==> config.mk <==
export PLATFORM = sky130hd
export DESIGN_NAME = sample_dma
export DESIGN_NICKNAME = d
export VERILOG_FILES = /design/src/rtl/sample_dma.sv
export SDC_FILE = /design/constraint.sdc
export NUM_CORES = 1
export LEC_CHECK = 0
export CORE_AREA = 2 2 155 157
export CTS_CLUSTER_SIZE = 10
export DETAILED_ROUTE_END_ITERATION = 6
export DIE_AREA = 0 0 157 159
export GPL_TIMING_DRIVEN = 0
export PLACE_DENSITY = 0.82
export SLEW_MARGIN = 10
export SYNTH_ARGS = -nofsm -noshare
export SYNTH_HDL_FRONTEND = slang
export SYNTH_SLANG_ARGS = --single-unit
==> constraint.sdc <==
create_clock -name clk_48 -period 5.6 [get_ports clk_48]
set_clock_uncertainty 0.15 [all_clocks]
set_input_delay 0.56 -clock clk_48 [delete_from_list [all_inputs] [get_ports clk_48]]
set_output_delay 0.56 -clock clk_48 [all_outputs]
set_load 0.03 [all_outputs]
==> src/rtl/sample_dma.sv <==
// Multi-channel sample DMA: drains per-channel FIFOs into SDRAM through a
// single-beat write port, serving channels round-robin one word at a time.
module sample_dma #(
  parameter int CHW = 1,
  parameter int AW  = 24,
  parameter int DW  = 16,
  localparam int CHANNELS = 1 << CHW
) (
  input  logic                   clk_48,
  input  logic                   rst_n,
  input  logic [CHANNELS-1:0]    fifo_empty,
  output logic [CHANNELS-1:0]    fifo_rd,
  input  logic [CHANNELS*DW-1:0] fifo_data,
  output logic [AW-1:0]          awaddr,
  output logic [DW-1:0]          wdata,
  output logic                   wvalid,
  input  logic                   wready,
  input  logic [CHW+1:0]         reg_addr,
  input  logic [31:0]            reg_wdata,
  input  logic                   reg_wvalid,
  output logic [31:0]            reg_rdata,
  output logic                   busy,
  output logic [CHANNELS-1:0]    done
);

  localparam int CW = (CHW > 0) ? CHW : 1;

  typedef enum logic [1:0] {S_IDLE, S_FETCH, S_ISSUE, S_WAIT} state_t;

  localparam logic [1:0] R_CTRL = 2'd0;
  localparam logic [1:0] R_BASE = 2'd1;
  localparam logic [1:0] R_LEN  = 2'd2;
  localparam logic [1:0] R_PTR  = 2'd3;

  state_t              state;
  logic [CW-1:0]       cur_ch;
  logic [CW-1:0]       last;
  logic                clr_pend;

  logic [CHANNELS-1:0] enable;
  logic [CHANNELS-1:0] wrap;
  logic [CHANNELS-1:0] done_q;
  logic [CHANNELS-1:0] wrapped;
  logic [AW-1:0]       base [CHANNELS];
  logic [AW-1:0]       len  [CHANNELS];
  logic [AW-1:0]       ptr  [CHANNELS];

  logic [CHANNELS-1:0] eligible;
  logic [DW-1:0]       fifo_word [CHANNELS];
  logic                grant_valid;
  logic [CW-1:0]       grant_ch;
  logic [CW-1:0]       reg_ch;
  logic [1:0]          reg_idx;
  logic                handshake;
  logic                clr_hit;
  logic [AW-1:0]       next_ptr;
  logic                unused_bits;

  assign reg_ch      = CW'(reg_addr >> 2);
  assign reg_idx     = reg_addr[1:0];
  assign handshake   = (state == S_WAIT) && wready;
  assign clr_hit     = reg_wvalid && (reg_idx == R_CTRL) && reg_wdata[2] && (reg_ch == cur_ch);
  assign next_ptr    = ptr[cur_ch] + 1'b1;
  assign done        = done_q;
  assign unused_bits = ^reg_wdata;

  always_comb begin
    for (int i = 0; i < CHANNELS; i++) begin
      eligible[i]  = enable[i] && !done_q[i] && !fifo_empty[i] && (len[i] != '0);
      fifo_word[i] = fifo_data[i*DW +: DW];
    end
  end

  // Scan starts one past the last granted channel so every channel gets a turn.
  always_comb begin
    grant_valid = 1'b0;
    grant_ch    = last;
    for (int k = 1; k <= CHANNELS; k++) begin
      if (!grant_valid && eligible[CW'((int'(last) + k) % CHANNELS)]) begin
        grant_valid = 1'b1;
        grant_ch    = CW'((int'(last) + k) % CHANNELS);
      end
    end
  end

  // NOTE: every output is assigned a default before the case, so no latch is inferred.
  always_comb begin
    reg_rdata = '0;
    case (reg_idx)
      R_CTRL: begin
        reg_rdata[0] = enable[reg_ch];
        reg_rdata[1] = wrap[reg_ch];
        reg_rdata[8] = done_q[reg_ch];
        reg_rdata[9] = wrapped[reg_ch];
      end
      R_BASE:  reg_rdata = 32'(base[reg_ch]);
      R_LEN:   reg_rdata = 32'(len[reg_ch]);
      R_PTR:   reg_rdata = 32'(ptr[reg_ch]);
      default: reg_rdata = '0;
    endcase
  end

  // NOTE: the register arrays are tiny flop banks that software expects to read 0
  // after reset, so they are reset explicitly rather than treated as a RAM.
  always_ff @(posedge clk_48 or negedge rst_n) begin
    if (!rst_n) begin
      enable  <= '0;
      wrap    <= '0;
      done_q  <= '0;
      wrapped <= '0;
      for (int i = 0; i < CHANNELS; i++) begin
        base[i] <= '0;
        len[i]  <= '0;
        ptr[i]  <= '0;
      end
    end else begin
      for (int i = 0; i < CHANNELS; i++) begin
        if (enable[i] && (len[i] == '0))
          done_q[i] <= 1'b1;

        if (handshake && (cur_ch == CW'(i)) && !clr_pend) begin
          if (next_ptr == len[i]) begin
            if (wrap[i]) begin
              ptr[i]     <= '0;
              wrapped[i] <= 1'b1;
            end else begin
              ptr[i]    <= next_ptr;
              done_q[i] <= 1'b1;
            end
          end else begin
            ptr[i] <= next_ptr;
          end
        end

        // Register writes come last so a clear overrides a same-cycle handshake update.
        if (reg_wvalid && (reg_ch == CW'(i))) begin
          case (reg_idx)
            R_CTRL: begin
              enable[i] <= reg_wdata[0];
              wrap[i]   <= reg_wdata[1];
              if (reg_wdata[2]) begin
                ptr[i]     <= '0;
                done_q[i]  <= 1'b0;
                wrapped[i] <= 1'b0;
              end
            end
            R_BASE:  base[i] <= reg_wdata[AW-1:0];
            R_LEN:   len[i]  <= reg_wdata[AW-1:0];
            default: ;
          endcase
        end
      end
    end
  end

  // NOTE: sequential state uses non-blocking assignments only; later assignments
  // in the same cycle (fifo_rd default, then the granted bit) deliberately win.
  always_ff @(posedge clk_48 or negedge rst_n) begin
    if (!rst_n) begin
      state    <= S_IDLE;
      cur_ch   <= '0;
      last     <= CW'(CHANNELS - 1);
      clr_pend <= 1'b0;
      fifo_rd  <= '0;
      awaddr   <= '0;
      wdata    <= '0;
      wvalid   <= 1'b0;
      busy     <= 1'b0;
    end else begin
      fifo_rd <= '0;
      if (clr_hit && (state != S_IDLE))
        clr_pend <= 1'b1;

      case (state)
        S_IDLE: begin
          if (grant_valid) begin
            cur_ch            <= grant_ch;
            last              <= grant_ch;
            fifo_rd[grant_ch] <= 1'b1;
            busy              <= 1'b1;
            clr_pend          <= 1'b0;
            state             <= S_FETCH;
          end
        end
        S_FETCH: state <= S_ISSUE;
        S_ISSUE: begin
          wdata  <= fifo_word[cur_ch];
          awaddr <= base[cur_ch] + ptr[cur_ch];
          wvalid <= 1'b1;
          state  <= S_WAIT;
        end
        S_WAIT: begin
          if (wready) begin
            wvalid <= 1'b0;
            busy   <= 1'b0;
            state  <= S_IDLE;
          end
        end
        default: state <= S_IDLE;
      endcase
    end
  end

endmodule
Word-level counts from Yosys, hierarchy flattened
Index checks and enable logic that the tools add are counted.
- register bits after elaboration: 201
- bits of input ports: 73
- output and inout bits: 78
- logic and storage cells: 177
- add/subtract/negate cells: 4
- $lt $le $gt $ge: 7
- equal/unequal tests: 11
- muxes and demuxes: 90
- bitwise gates (word level): 4
- reductions and logical operators: 40
- operators with widths (operator ; count):
    24-bit two-way mux ; 27
    24-bit == test ; 2
    24-bit logical NOT ; 2
    1-bit two-way mux ; 48
    16-bit two-way mux ; 3
    14-bit case mux with 3 select lines ; 1
    24-bit by 1-bit adder with 24-bit output (second input constant) ; 1
    24-bit adder ; 1
    2-bit case mux with 4 select lines ; 3
    24-bit nonzero test ; 1
    1-bit logical AND ; 18
    6-bit case mux with 3 select lines ; 1
    2-bit AND reduction ; 9
    2-bit == test (second input constant) ; 4
    2-bit two-way mux ; 4
    1-bit by 3-bit less-than comparator with 1-bit output (second input constant) ; 2
    2-bit nonzero test ; 3
    2-bit by 1-bit == test with 1-bit output (second input constant) ; 2
    2-bit >= comparator (second input constant) ; 2
    1-bit logical NOT ; 4
    2-bit logical NOT ; 2
    1-bit by 2-bit less-than comparator with 1-bit output (second input constant) ; 2
    2-bit != test (second input constant) ; 2
    1-bit NOT with 2-bit output ; 2
    other kinds (7) ; 10

Logic depth before layout (Yosys ltp)
Gate-level depths: netlist (run 1).
- word-level depth: 16
- mapped depth: 21
- gate-level depth less buffers: 13

Least setup slack after synthesis (run 1)
Ideal clock, no wire load.
- path type: register to register
- from: reg cur_ch
- to: reg ptr[37] (netlist bit)
- library setup time: 0.135 ns
- arrival time: 4.499 ns
- slack: 0.816 ns
- cell stages (with the launch flop): 21
- path buffers: 9
- period minus slack after synthesis: 4.784 ns
- cell sequence: dfrtp_1 > buf_6 > buf_6 > buf_6 > buf_6 > buf_6 > clkbuf_1 > clkbuf_1 > mux2i_1 > inv_1 > ha_1 > and2_1 > a32oi_1 > or3_1 > buf_2 > xnor2_1 > mux2i_1 > a2111o_1 > nor4_4 > buf_6 > o31ai_1
- word-level cells in the longest chain between the ends: 11
- RTL lines (item ; line ; text):
    start: declaration ; 36 ; logic [CW-1:0] cur_ch;
    start signal: assignment ; 177 ; cur_ch <= grant_ch;
    1-bit NOT with 2-bit output (not written as such) ; 63 ; assign next_ptr = ptr[cur_ch] + 1'b1;
    24-bit two-way mux (not written as such) (3 in series) ; 63 ;
    24-bit by 1-bit adder with 24-bit output ; 63 ;
    24-bit == test or 24-bit two-way mux (tied branches) ; 122, 123 ;
    24-bit two-way mux ; 122 ; if (next_ptr == len[i]) begin
    24-bit two-way mux (*) ; 121 ; if (handshake && (cur_ch == CW'(i)) && !clr_pend) begin
    24-bit two-way mux ; 141 ; if (reg_wdata[2]) begin
    24-bit two-way mux ; 137 ; case (reg_idx)
    24-bit two-way mux (*) ; 136 ; if (reg_wvalid && (reg_ch == CW'(i))) begin
    end signal: indexed assignment ; 127 ; ptr[i] <= next_ptr;
    end signal: indexed assignment ; 131 ; ptr[i] <= next_ptr;
    end: declaration ; 46 ; logic [AW-1:0] ptr [CHANNELS];
Every way passes the cells marked *; elsewhere a longest branch is shown, timed or not. The select of a mux whose other input is x is not followed.
A chain may end at the register's enable or synchronous reset.

Worst setup path in the final report (run 1)
- from: reg cur_ch
- to: reg ptr[22] (netlist bit)
The elaborated chain is that of the path after synthesis.

==> key figures, run 1 <==
Timing
  – Slew @ Worst Pin: 1.27 ns
  – Slew Limit Fails: 0
  – Setup TNS: 0 ns
  – Period minus WS final: 5.36 ns
  – RSZ-0062 raised after global routing: false
  – Final worst setup slack: ~0.24 ns
  – Fmax: 187 MHz
  – Rel. slew slack: 14.9%
  – Final Hold Viols: 0
  – Final-report setup violation count: 0
  – Final Cycle Share: 95.7%

Floorplan
  – Initial Utilization: a little under three fifths
  – DIE AREA: 25000 um^2
  – Die H: 159 um
  – Die X: approximately 160 um
  – Num ports: 151
  – Row count: between 50 and 60
  – Core Region: 23200 um^2

Pwr
  – Leakage: 0.00660 uW
  – Pwr Density: ~400 nW/um^2
  – VDD IR-drop max: 0.358 mV

Clock tree
  – Clock Pin Slew Worst Setup and Hold Paths: 0.06 ns
  – Total CTS buffers: 25
  – Max H-tree Level: 1
  – Clk root buf: clkbuf_16
  – Clock Path Buffers: 3
  – CTS tree: built
  – Clk sink count: about 200
  – Skew-Pair Late Insertion Delay: 0.54 ns

GRT
  – Vias in the first global route: 11.3k
  – Largest net degree at the start of global routing: 84
  – Initial antenna violation count: 0
  – GRT Total Usage: 36.6%
  – Grt total ovfl: 0
  – Global-route wire length before repair: 68.8 mm

Finish
  – Design area: 15700 um^2
  – Layout cells sized above 1: a little under a fifth
  – Non-Filler Instances: 1758
  – Nets: 1529
  – Util after Layout: 67.7%
  – Ant. Diodes: 0
  – Syn-to-layout area delta: 19.7%

Setup path
  – Critical Path Sink: ptr[22]
  – Setup crit start: cur_ch
  – Nature of the critical path endpoint: flop
  – FF-to-FF path depth: 19
  – R2r setup slk: ~0.24 ns
  – CP Max Fanout: 28
  – Startpoint types: flop
  – Crit path kind: flop to flop
  – Crit path required time: 5.85 ns
  – WP data arrival: 5.62 ns
  – RR Startpoint: cur_ch
  – Crit Reg-Reg Endpoint: ptr[22]

Worst hold path
  – Hold Crit Class: input pin to flop

Logic synthesis
  – Average cell area after synthesis: approximately 10 um^2
  – Seq/Total Area, Yosys: a little under two fifths
  – Synth Register Bits: 201
  – Top_reg_cell synth: dfrtp_1
  – Async SR Flop Fraction: 100%
  – Cell count after synthesis: about 1.3k
  – Yosys cell types: 78
  – Post-synth EDFFs: 0
  – Post-synth design cell area: between 10000 and 15000 um^2
  – Ys Warns: 0

Place
  – Area post-placement: around 15000 um^2
  – RePlAce Congestion: about 1
  – Pre-CTS setup slack: -1.27 ns
  – Placed insts: between 1.5k and 2k
  – Port bufs: roughly 130
  – Detailed Place HPWL: 35.3 mm

Route
  – DRT antenna net count: 0
  – WL per Instance: 25.8 um
  – Total number of vias: 11.3k
  – Drt pass-1 iters: 6
  – Drt drc: 0
  – Final wirelength: 45.3 mm
  – Via/cell ratio: roughly 6.4
  – DR iter-0 viols: 1252

Run status
  – Status: finished, final reports clean

Flow run
  – # Max-Cap Violations: 0
-- logic make-up (layout without fill, tap and decap cells) --
| logic type | count (synthesis) | after routing | synth area share [%] |
|---|---|---|---|
| AO/OA/AOI/OAI | 273 | 273 | 14.7 |
| other | 1 | 8 | 0.0286 |
| adder cells (fa/ha/maj) | 32 | 32 | 3.11 |
| multiplexers | 225 | 225 | 19.6 |
| buffers and inverters | 122 | 298 | 4.38 |
| AND/OR/NAND/NOR | 325 | 325 | 13.0 |
| flip-flops | 201 | 201 | 38.4 |
| XOR/XNOR | 77 | 77 | 6.73 |
-- worst min path at each step --
stage	start	endpoint	slack, ns	cells after the start
6_report	reg_wvalid	clr_pend	0.22	3
5_1_grt	reg_wvalid	clr_pend	0.25	3
4_1_cts	reg_wvalid	clr_pend	0.21	3
3_5_place_dp	clr_pend	clr_pend	0.31	2
3_3_place_gp	clr_pend	clr_pend	0.31	2
2_1_floorplan	rst_n	awaddr[0]	0.11	0
-- stage by stage --
stage / hold slack, ns / total power (uW)
5_1_grt: 0.247 / 6600
3_3_place_gp: 0.315 / 4700
4_1_cts: 0.208 / 6310
2_1_floorplan: 0.114 / 3790
6_report: 0.222 / 6330
3_5_place_dp: 0.315 / 4770
-- layout make-up --
| class | count | area (um^2) |
|---|---|---|
| sequential | 201 | 5030 |
| tap | 319 | 399 |
| clock inverter | 3 | 30.0 |
| inverter | 40 | 150 |
| timing repair buffer | 136 | 1400 |
| multi-input combinational | 940 | 7540 |
| clock buffer | 39 | 728 |
| fill | 1765 | 7500 |
| buffer | 80 | 417 |
-- synth_stat cells (all sizes together) (14+ instances only) --
cell,count,share of area (%)
mux2i,41,3.1
dfrtp,200,38
xnor3,14,2.4
nand3,26,0.99
buf,23,1.5
nand2,106,3.0
mux2,176,15
nor2,58,1.7
nor4,22,1.4
a22oi,22,1.3
xnor2,52,3.5
o31ai,44,3.1
o21ai,41,1.6
a21oi,63,2.4
nor3,23,0.88
a21o,14,0.80
ha,31,3.0
inv,40,1.1
nand4,17,0.86
clkbuf,59,1.7
a221oi,20,1.3
-- cells in the final DEF, fill, tap and decap left out, drive strengths merged, types with 5 or more instances in the layout --
| cell | count |
|---|---|
| xnor2 | 52 |
| nand2 | 106 |
| o21ai | 41 |
| a31oi | 6 |
| mux2i | 41 |
| a22oi | 22 |
| o21a | 8 |
| inv | 41 |
| o211ai | 7 |
| clkbuf | 96 |
| mux4 | 8 |
| nand3b | 11 |
| and3 | 6 |
| nand3 | 26 |
| nor3b | 6 |
| mux2 | 176 |
| a211oi | 10 |
| ha | 31 |
| xnor3 | 14 |
| buf | 28 |
| a21o | 14 |
| a21oi | 63 |
| nor4 | 22 |
| clkdlybuf4s50 | 130 |
| nor2b | 8 |
| o31ai | 44 |
| and2 | 7 |
| nand4 | 17 |
| a22o | 6 |
| conb | 8 |
| dfrtp | 200 |
| xor2 | 10 |
| nand4b | 8 |
| a221oi | 20 |
| and4b | 5 |
| nor3 | 23 |
| nor2 | 58 |
| and4 | 7 |
-- per-layer routing --
metal / wire [um] / GRT usage, % / up-vias
li1: - / - / 4989
met1: 19300 / 52.8 / 5580
met2: 20500 / 56.6 / 592
met3: 3670 / 5.09 / 127
met4: 1860 / 13.1 / 0
met5: 0 / 0 / -
-- worst max-delay path: stages, from the launching register on --
cell	delay, ns
dfrtp_1	0.47
buf_6	0.20
buf_6	0.16
buf_6	0.18
buf_6	0.20
buf_6	0.37
mux2i_1	0.46
inv_1	0.21
ha_1	0.28
nand4b_1	0.19
and2_1	0.15
clkbuf_1	0.33
nor3_1	0.16
xnor2_1	0.53
xnor2_1	0.19
nor4_1	0.28
and4_4	0.26
buf_6	0.14
buf_6	0.18
o31ai_2	0.07
-- report_power, final --
group | leakage [uW] | total [uW] | internal, uW | switching, uW
logic | 0.00373 | 2650 | 1180 | 1480
clock network | 0.000372 | 1520 | 888 | 631
registers | 0.00250 | 2160 | 1800 | 356
-- state kept, by name, summed over array words and instances, names as in the netlist --
name / flops
last: 1
len: 48
busy: 1
awaddr: 24
done: 2
wdata: 16
base: 48
ptr: 48
state: 2
cur_ch: 1
wrapped: 2
wvalid: 1
wrap: 2
clr_pend: 1
enable: 2
fifo_rd: 2
-- repair_timing --
| action | CTS | global route |
|---|---|---|
| hold buffers | 1 | 0 |
| pin swaps | 1 | 0 |
| endpoints found under the hold margin | 52 | 0 |
| gates resized for setup | 2 | 0 |
| setup buffers | 2 | 0 |
| gates cloned | 0 | 0 |
| endpoints found under the setup margin | 58 | 45 |
Note: power is estimated with default switching activity, not from simulation.
==> inputs of run 2 (changes only) <==
Settings changed: CTS_CLUSTER_DIAMETER set to 200, SLEW_MARGIN 10 to 20.
==> run 2 against run 1 <==
  * Final cell count shrank 0.28%
  * Fmax fell by 0.51%
  * Worst setup slack got worse by 0.027 ns
  * Non-clock buffer count is the same
  * Global-route usage decreased by 0.19 points
  * Critical path depth stayed put
  * Register-to-register slack got worse by 0.03 ns
  * Sequential share of layout area up 0.15 points
  * Total power decreased by 1.8%
  * Largest cell class unchanged
  * Largest power group unchanged
==> key figures, run 2 (same netlist as run 1, synthesis figures left out) <==
Floorplan
  – DIE AREA: 25000 um^2 (unchanged)
  – Num ports: 151 (unchanged)
  – Die H: 159 um (unchanged)
  – Die X: 157 um (unchanged)
  – Row count: 56 (unchanged)
  – Core Region: 23200 um^2 (unchanged)
  – Initial Utilization: 56.5% (unchanged)

Timing
  – Final-report setup violation count: 0 (unchanged)
  – RSZ-0062 raised after global routing: false (unchanged)
  – Period minus WS final: 5.39 ns (was 5.36 ns)
  – Rel. slew slack: 34.4% (was 14.9%)
  – Final hold slack: 0.230 ns (was 0.222 ns)
  – Final Cycle Share: 96.2% (was 95.7%)
  – Slew @ Worst Pin: 0.971 ns (was 1.27 ns)
  – Fmax: 186 MHz (was 187 MHz)
  – Slew Limit Fails: 0 (unchanged)
  – Final worst setup slack: 0.211 ns (was 0.238 ns)
  – Final Hold Viols: 0 (unchanged)
  – Setup TNS: 0 ns (unchanged)

Worst hold path
  – Hold Crit Class: input pin to flop (unchanged)
  – Hold Path Stages: 3 (unchanged)

Finish
  – Ant. Diodes: 0 (unchanged)
  – Commonest non-fill, non-tap cells in the layout: 200 x dfrtp_1, 176 x mux2_2, 130 x clkdlybuf4s50_1 (unchanged)
  – Largest regs: base x48, len x48, ptr x48 (unchanged)
  – Syn-to-layout area delta: 19.1% (was 19.7%)
  – Commonest non-fill, non-tap cell in the layout: dfrtp_1 (unchanged)
  – Util after Layout: 67.4% (was 67.7%)
  – Non-Filler Instances: 1753 (was 1758)
  – Nets: 1528 (was 1529)
  – Layout cells sized above 1: 18.7% (was 19.0%)

Setup path
  – RR Startpoint: cur_ch (unchanged)
  – Crit path required time: 5.85 ns (about the same)
  – R2r setup slk: 0.21 ns (was 0.24 ns)
  – Crit-path most repeated cell: buf_6 (unchanged)
  – Crit Reg-Reg Endpoint: ptr[45] (was ptr[22])
  – Critical Path Sink: ptr[45] (was ptr[22])
  – Worst path cell trace: buf_6 -> buf_6 -> buf_6 -> buf_6 -> buf_6 -> mux2i_1 -> inv_1 -> ha_1 -> and2_1 -> a32oi_2 -> or3_1 -> buf_2 -> xnor2_1 -> mux2i_1 -> a2111o_1 -> nor4_4 -> buf_4 -> buf_6 -> o31ai_1 (was buf_6 -> buf_6 -> buf_6 -> buf_6 -> buf_6 -> mux2i_1 -> inv_1 -> ha_1 -> nand4b_1 -> and2_1 -> clkbuf_1 -> nor3_1 -> xnor2_1 -> xnor2_1 -> nor4_1 -> and4_4 -> buf_6 -> buf_6 -> o31ai_2)
  – Setup crit start: cur_ch (unchanged)
  – FF-to-FF path depth: 19 (unchanged)
  – Nature of the critical path endpoint: flop (unchanged)
  – Crit path kind: flop to flop (unchanged)
  – CP Max Fanout: 28 (unchanged)
  – WP data arrival: 5.64 ns (was 5.62 ns)
  – Slowest stage cell on the critical path: dfrtp_1 (was xnor2_1)
  – Critical path's largest stage delay: 0.47 ns (was 0.53 ns)
  – Startpoint types: flop (unchanged)

GRT
  – Largest net degree at the start of global routing: 84 (unchanged)
  – Global-route wire length before repair: 68.5 mm (was 68.8 mm)
  – Vias in the first global route: 11.2k (was 11.3k)
  – Grt total ovfl: 0 (unchanged)
  – Initial antenna violation count: 0 (unchanged)
  – GRT Total Usage: 36.4% (was 36.6%)

Clock tree
  – Max H-tree Level: 1 (unchanged)
  – Clk root buf: clkbuf_16 (unchanged)
  – Clk sink count: 201 (unchanged)
  – CTS tree: built (unchanged)
  – Clock Path Buffers: 3 (unchanged)
  – Skew-Pair Late Insertion Delay: 0.54 ns (about the same)
  – Total CTS buffers: 24 (was 25)
  – Clock Pin Slew Worst Setup and Hold Paths: 0.06 ns (about the same)

Place
  – Detailed Place HPWL: 35.3 mm (unchanged)
  – RePlAce Congestion: 1.02 (unchanged)
  – Pre-CTS setup slack: -1.27 ns (unchanged)
  – Port bufs: 131 (unchanged)
  – Placed insts: 1715 (unchanged)

Pwr
  – VDD IR-drop max: 0.406 mV (was 0.358 mV)
  – Pwr Density: 398 nW/um^2 (was 404 nW/um^2)
  – Leakage: 0.00655 uW (was 0.00660 uW)

Route
  – Drt pass-1 iters: 5 (was 6)
  – Final wirelength: 45.0 mm (was 45.3 mm)
  – WL per Instance: 25.6 um (was 25.8 um)
  – Via/cell ratio: 6.42 (about the same)
  – Drt drc: 0 (unchanged)
  – DRT antenna net count: 0 (unchanged)
  – Total number of vias: 11.3k (about the same)
  – DR iter-0 viols: 1329 (was 1252)

Run status
  – Status: finished, final reports clean (unchanged)

Flow run
  – # Max-Cap Violations: 0 (unchanged)
==> run 2: cell types whose count changed in the layout (fill, tap and decap cells not counted), sizes merged <==
cell	before	now
clkbuf	96	92
clkinv	2	1
==> run 2: worst min-delay path by stage <==
stage,to,slack (ns),startpoint
final,clr_pend,0.23,reg_wvalid
after CTS,clr_pend,0.21,reg_wvalid
after global placement,clr_pend,0.31,clr_pend
after detailed placement,clr_pend,0.31,clr_pend
after global routing,clr_pend,0.24,reg_wvalid
after floorplan,awaddr[0],0.11,rst_n
==> run 2: area by class of cell <==
cell class	instances	area, um^2
clock inverters	2	38.8
repair buffers	136	1400
fillers	1805	7570
inverters	40	150
clock buffers	35	642
well taps	319	399
flip-flops and latches	201	5030
multi-input cells	940	7550
plain buffers	80	417
==> run 2: routing by layer <==
layer | up-vias | track usage (%) | routed length [um]
li1 | 4977 | - | -
met1 | 5525 | 52.2 | 18700
met2 | 638 | 56.1 | 20400
met3 | 112 | 6.15 | 4130
met4 | 0 | 12.6 | 1650
met5 | - | 0 | 0
==> run 2: stage by stage <==
stage          instance area [um^2]  total power, uW
2_1_floorplan                 13100             3790
3_3_place_gp                  14800             4700
3_5_place_dp                  14900             4770
4_1_cts                       15600             6210
5_1_grt                       15600             6500
6_report                      15600             6220
==> run 2: worst max-delay path: cells and delay by family, from the launching register on <==
kind / cells / cell delay [ns]
adders and majority gates: 1 / 0.33
buffers and inverters: 9 / 1.86
and+or+nand+nor: 3 / 0.55
xor gates and xnor gates: 1 / 0.28
muxes: 2 / 0.62
AOI/OAI and AO/OA: 3 / 0.93
DFF: 1 / 0.47
==> run 2: what timing repair did <==
action                                 4_1_cts  5_1_grt
setup buffers                                2        0
hold buffers                                 1        0
gates resized for setup                      2        0
endpoints found under the hold margin       52        0
pin swaps                                    1        0
setup endpoints to repair                   58       45
==> run 2: power breakdown <==
part           total, uW  internal, uW  leakage, uW  switching (uW)
clock network       1420           792     0.000325             628
logic               2650          1180      0.00373            1470
registers           2150          1800      0.00250             351
==> inputs of run 3 (changes only) <==
==> constraint.sdc (replaced) <==
create_clock -name clk_48 -period 5.46 [get_ports clk_48]
set_clock_uncertainty 0.15 [all_clocks]
set_input_delay 1.638 -clock clk_48 [delete_from_list [all_inputs] [get_ports clk_48]]
set_output_delay 1.638 -clock clk_48 [all_outputs]
set_load 0.03 [all_outputs]
==> run 3 against run 2 <==
  * Total power up 2.9%
  * Flip-flop and latch count unchanged
  * Core utilization grew 0.37 points
  * Clock power rose by 4%
  * Sequential share of layout area fell by 0.17 points
  * Critical endpoint is now reg_rdata[3]
  * Largest cell class unchanged
  * Highest routed layer unchanged
==> key figures, run 3 (same netlist as run 1, synthesis figures left out) <==
Clock tree
  – Max H-tree Level: 1 (unchanged)
  – Skew-Pair Late Insertion Delay: 0.55 ns (was 0.54 ns)
  – Clk root buf: clkbuf_16 (unchanged)
  – Total CTS buffers: 24 (unchanged)
  – CTS tree: built (unchanged)
  – Clock Path Buffers: 3 (unchanged)
  – Clk sink count: 201 (unchanged)
  – Hold Buf Count CTS: 0 (was 1)
  – Clock Pin Slew Worst Setup and Hold Paths: 0.06 ns (about the same)

Timing
  – Rel. slew slack: 34.6% (was 34.4%)
  – Final-report setup violation count: 0 (unchanged)
  – Final Hold Viols: 0 (unchanged)
  – Fmax: 184 MHz
  – RSZ-0062 raised after global routing: true (was false)
  – Slew Limit Fails: 0 (unchanged)
  – Period minus WS final: 5.44 ns
  – Slew @ Worst Pin: 0.968 ns (was 0.971 ns)
  – Final Cycle Share: 99.6%
  – Final hold slack: 0.336 ns (was 0.230 ns)

Setup path
  – Worst path cell trace: clkdlybuf4s50_1 -> clkbuf_8 -> buf_4 -> mux2_2 -> a22oi_1 -> a21oi_1 -> clkdlybuf4s15_2 (was buf_6 -> buf_6 -> buf_6 -> buf_6 -> buf_6 -> mux2i_1 -> inv_1 -> ha_1 -> and2_1 -> a32oi_2 -> or3_1 -> buf_2 -> xnor2_1 -> mux2i_1 -> a2111o_1 -> nor4_4 -> buf_4 -> buf_6 -> o31ai_1)
  – Startpoint types: input pin (was flop)
  – FF-to-FF path depth: 20 (was 19)
  – WP data arrival: 3.65 ns (was 5.64 ns)
  – Slowest stage cell on the critical path: clkdlybuf4s50_1 (was dfrtp_1)
  – Critical path's largest stage delay: 0.56 ns (was 0.47 ns)
  – Crit path required time: 3.67 ns (was 5.85 ns)
  – Nature of the critical path endpoint: output pin (was flop)
  – CP Max Fanout: 10 (was 28)
  – Crit path kind: input pin to output pin (was flop to flop)

GRT
  – GRT busiest layer: met2 (unchanged)
  – Largest net degree at the start of global routing: 84 (unchanged)
  – Met2 GRT Util: 56.5% (was 56.1%)
  – Global-route wire length before repair: 68.7 mm (was 68.5 mm)
  – GRT met1 Usage: 52.2% (about the same)
  – Grt total ovfl: 0 (unchanged)
  – Vias in the first global route: 11.3k (was 11.2k)
  – Global routing usage on met3: 6.21% (was 6.15%)
  – GRT Total Usage: 36.6% (was 36.4%)
  – Initial antenna violation count: 0 (unchanged)

Worst hold path
  – Hold Path Stages: 2 (was 3)
  – Hold Crit Class: flop to flop (was input pin to flop)

Pwr
  – Internal power: 3870 uW (was 3770 uW)
  – Leakage: 0.00667 uW (was 0.00655 uW)
  – Combinational Power Share: 42.5% (about the same)
  – Pwr Density: 408 nW/um^2 (was 398 nW/um^2)
  – Reg power frac: 34.6% (about the same)
  – P_sw: 2540 uW (was 2450 uW)
  – Switch share: 39.6% (was 39.4%)
  – VDD IR-drop max: 0.417 mV (was 0.406 mV)
  – Clk network pwr share: 22.9% (was 22.8%)

Place
  – Area post-placement: 14900 um^2 (unchanged)
  – Detailed Place HPWL: 35.3 mm (unchanged)
  – Port bufs: 131 (unchanged)
  – RePlAce Congestion: 1.02 (unchanged)

Floorplan
  – Row count: 56 (unchanged)
  – Core Region: 23200 um^2 (unchanged)
  – DIE AREA: 25000 um^2 (unchanged)
  – Die X: 157 um (unchanged)
  – Num ports: 151 (unchanged)
  – Initial Utilization: 56.5% (unchanged)
  – Die H: 159 um (unchanged)

Finish
  – Util after Layout: 67.7% (was 67.4%)
  – Largest regs: base x48, len x48, ptr x48 (unchanged)
  – Commonest non-fill, non-tap cell in the layout: dfrtp_1 (unchanged)
  – Commonest non-fill, non-tap cells in the layout: 200 x dfrtp_1, 176 x mux2_2, 106 x nand2_1, 106 x clkdlybuf4s50_1, 61 x a21oi_1 (was 200 x dfrtp_1, 176 x mux2_2, 130 x clkdlybuf4s50_1)
  – Syn-to-layout area delta: 19.8% (was 19.1%)
  – Design area: 15700 um^2 (was 15600 um^2)
  – Layout cells sized above 1: 22.1% (was 18.7%)
  – Nets: 1528 (unchanged)
  – Ant. Diodes: 0 (unchanged)

Route
  – Final wirelength: 45.3 mm (was 45.0 mm)
  – Drt pass-1 iters: 6 (was 5)
  – WL per Instance: 25.8 um (was 25.6 um)
  – Via/cell ratio: 6.47 (was 6.42)
  – Total number of vias: 11.3k (about the same)
  – DRT antenna net count: 0 (unchanged)
  – DR iter-0 viols: 1254 (was 1329)
  – Drt drc: 0 (unchanged)

Run status
  – Status: finished, final reports clean (unchanged)

Flow run
  – # Max-Cap Violations: 0 (unchanged)
run 3: cell count changes in the layout (fill, tap and decap cells not counted), moves of 3 or more:
cell             delta
clkdlybuf4s50_1    -24
clkbuf_1           -17
clkbuf_2           +16
buf_2               +9
dlygate4sd2_1       +5
a221oi_1            -4
a221oi_2            +4
clkdlybuf4s15_2     +4
clkbuf_8            +3
run 3: worst max-delay path: cells and delay by family:
kind	cells	cell delay, ns
AO/OA/AOI/OAI	2	0.31
buffers and inverters	4	1.33
multiplexers	1	0.36
run 3: per-layer routing:
metal / up-vias / part of all wire, %
met4: 0 / 3.8
met3: 117 / 8.6
met5: - / 0
met1: 5620 / 42
met2: 623 / 46
li1: 4981 / -
run 3: final timing paths:
path,start,slack [ns],to
setup / recovery,reg_addr[0],0.02,reg_rdata[3]
hold / removal,awaddr[1],0.34,awaddr[1]
setup reg to reg,cur_ch,0.22,ptr[45]
hold reg to reg,awaddr[1],0.34,awaddr[1]
max in group asynchronous,rst_n,3.54,base[42]
min in group asynchronous,rst_n,0.85,busy
run 3: area by class of cell:
| cell class | instances | area [um^2] |
|---|---|---|
| fillers | 1788 | 7490 |
| repair buffers | 135 | 1310 |
| inverters | 40 | 150 |
| plain buffers | 81 | 485 |
| clock inverters | 2 | 38.8 |
| flip-flops and latches | 201 | 5030 |
| well taps | 319 | 399 |
| multi-input cells | 940 | 7650 |
| clock buffers | 35 | 642 |
run 3: metrics by stage:
step | instances | setup TNS (ns) | total power (uW) | setup WS [ns]
after floorplan | 1263 | 0 | 3880 | 0.334
after global placement | 1713 | -1197.31 | 4820 | -5.60
after detailed placement | 1715 | -80.84 | 4890 | -1.41
after CTS | 1754 | 0 | 6380 | 0.000729
after global routing | 1753 | -0.0259 | 6680 | -0.0209
final | 1753 | 0 | 6400 | 0.0210
run 3: timing repair:
action / CTS / global route
buffers inserted: 2 / 0
pin swaps: 1 / 0
gates resized for setup: 88 / 47
endpoints found under the setup margin: 84 / 69
run 3: power groups by stage:
stage	logic, uW	clock network (uW)	registers, uW
after floorplan	1490	0	2390
after global placement	2620	0	2200
after detailed placement	2680	0	2210
after CTS	2710	1470	2200
after global routing	2900	1540	2240
final	2720	1470	2210
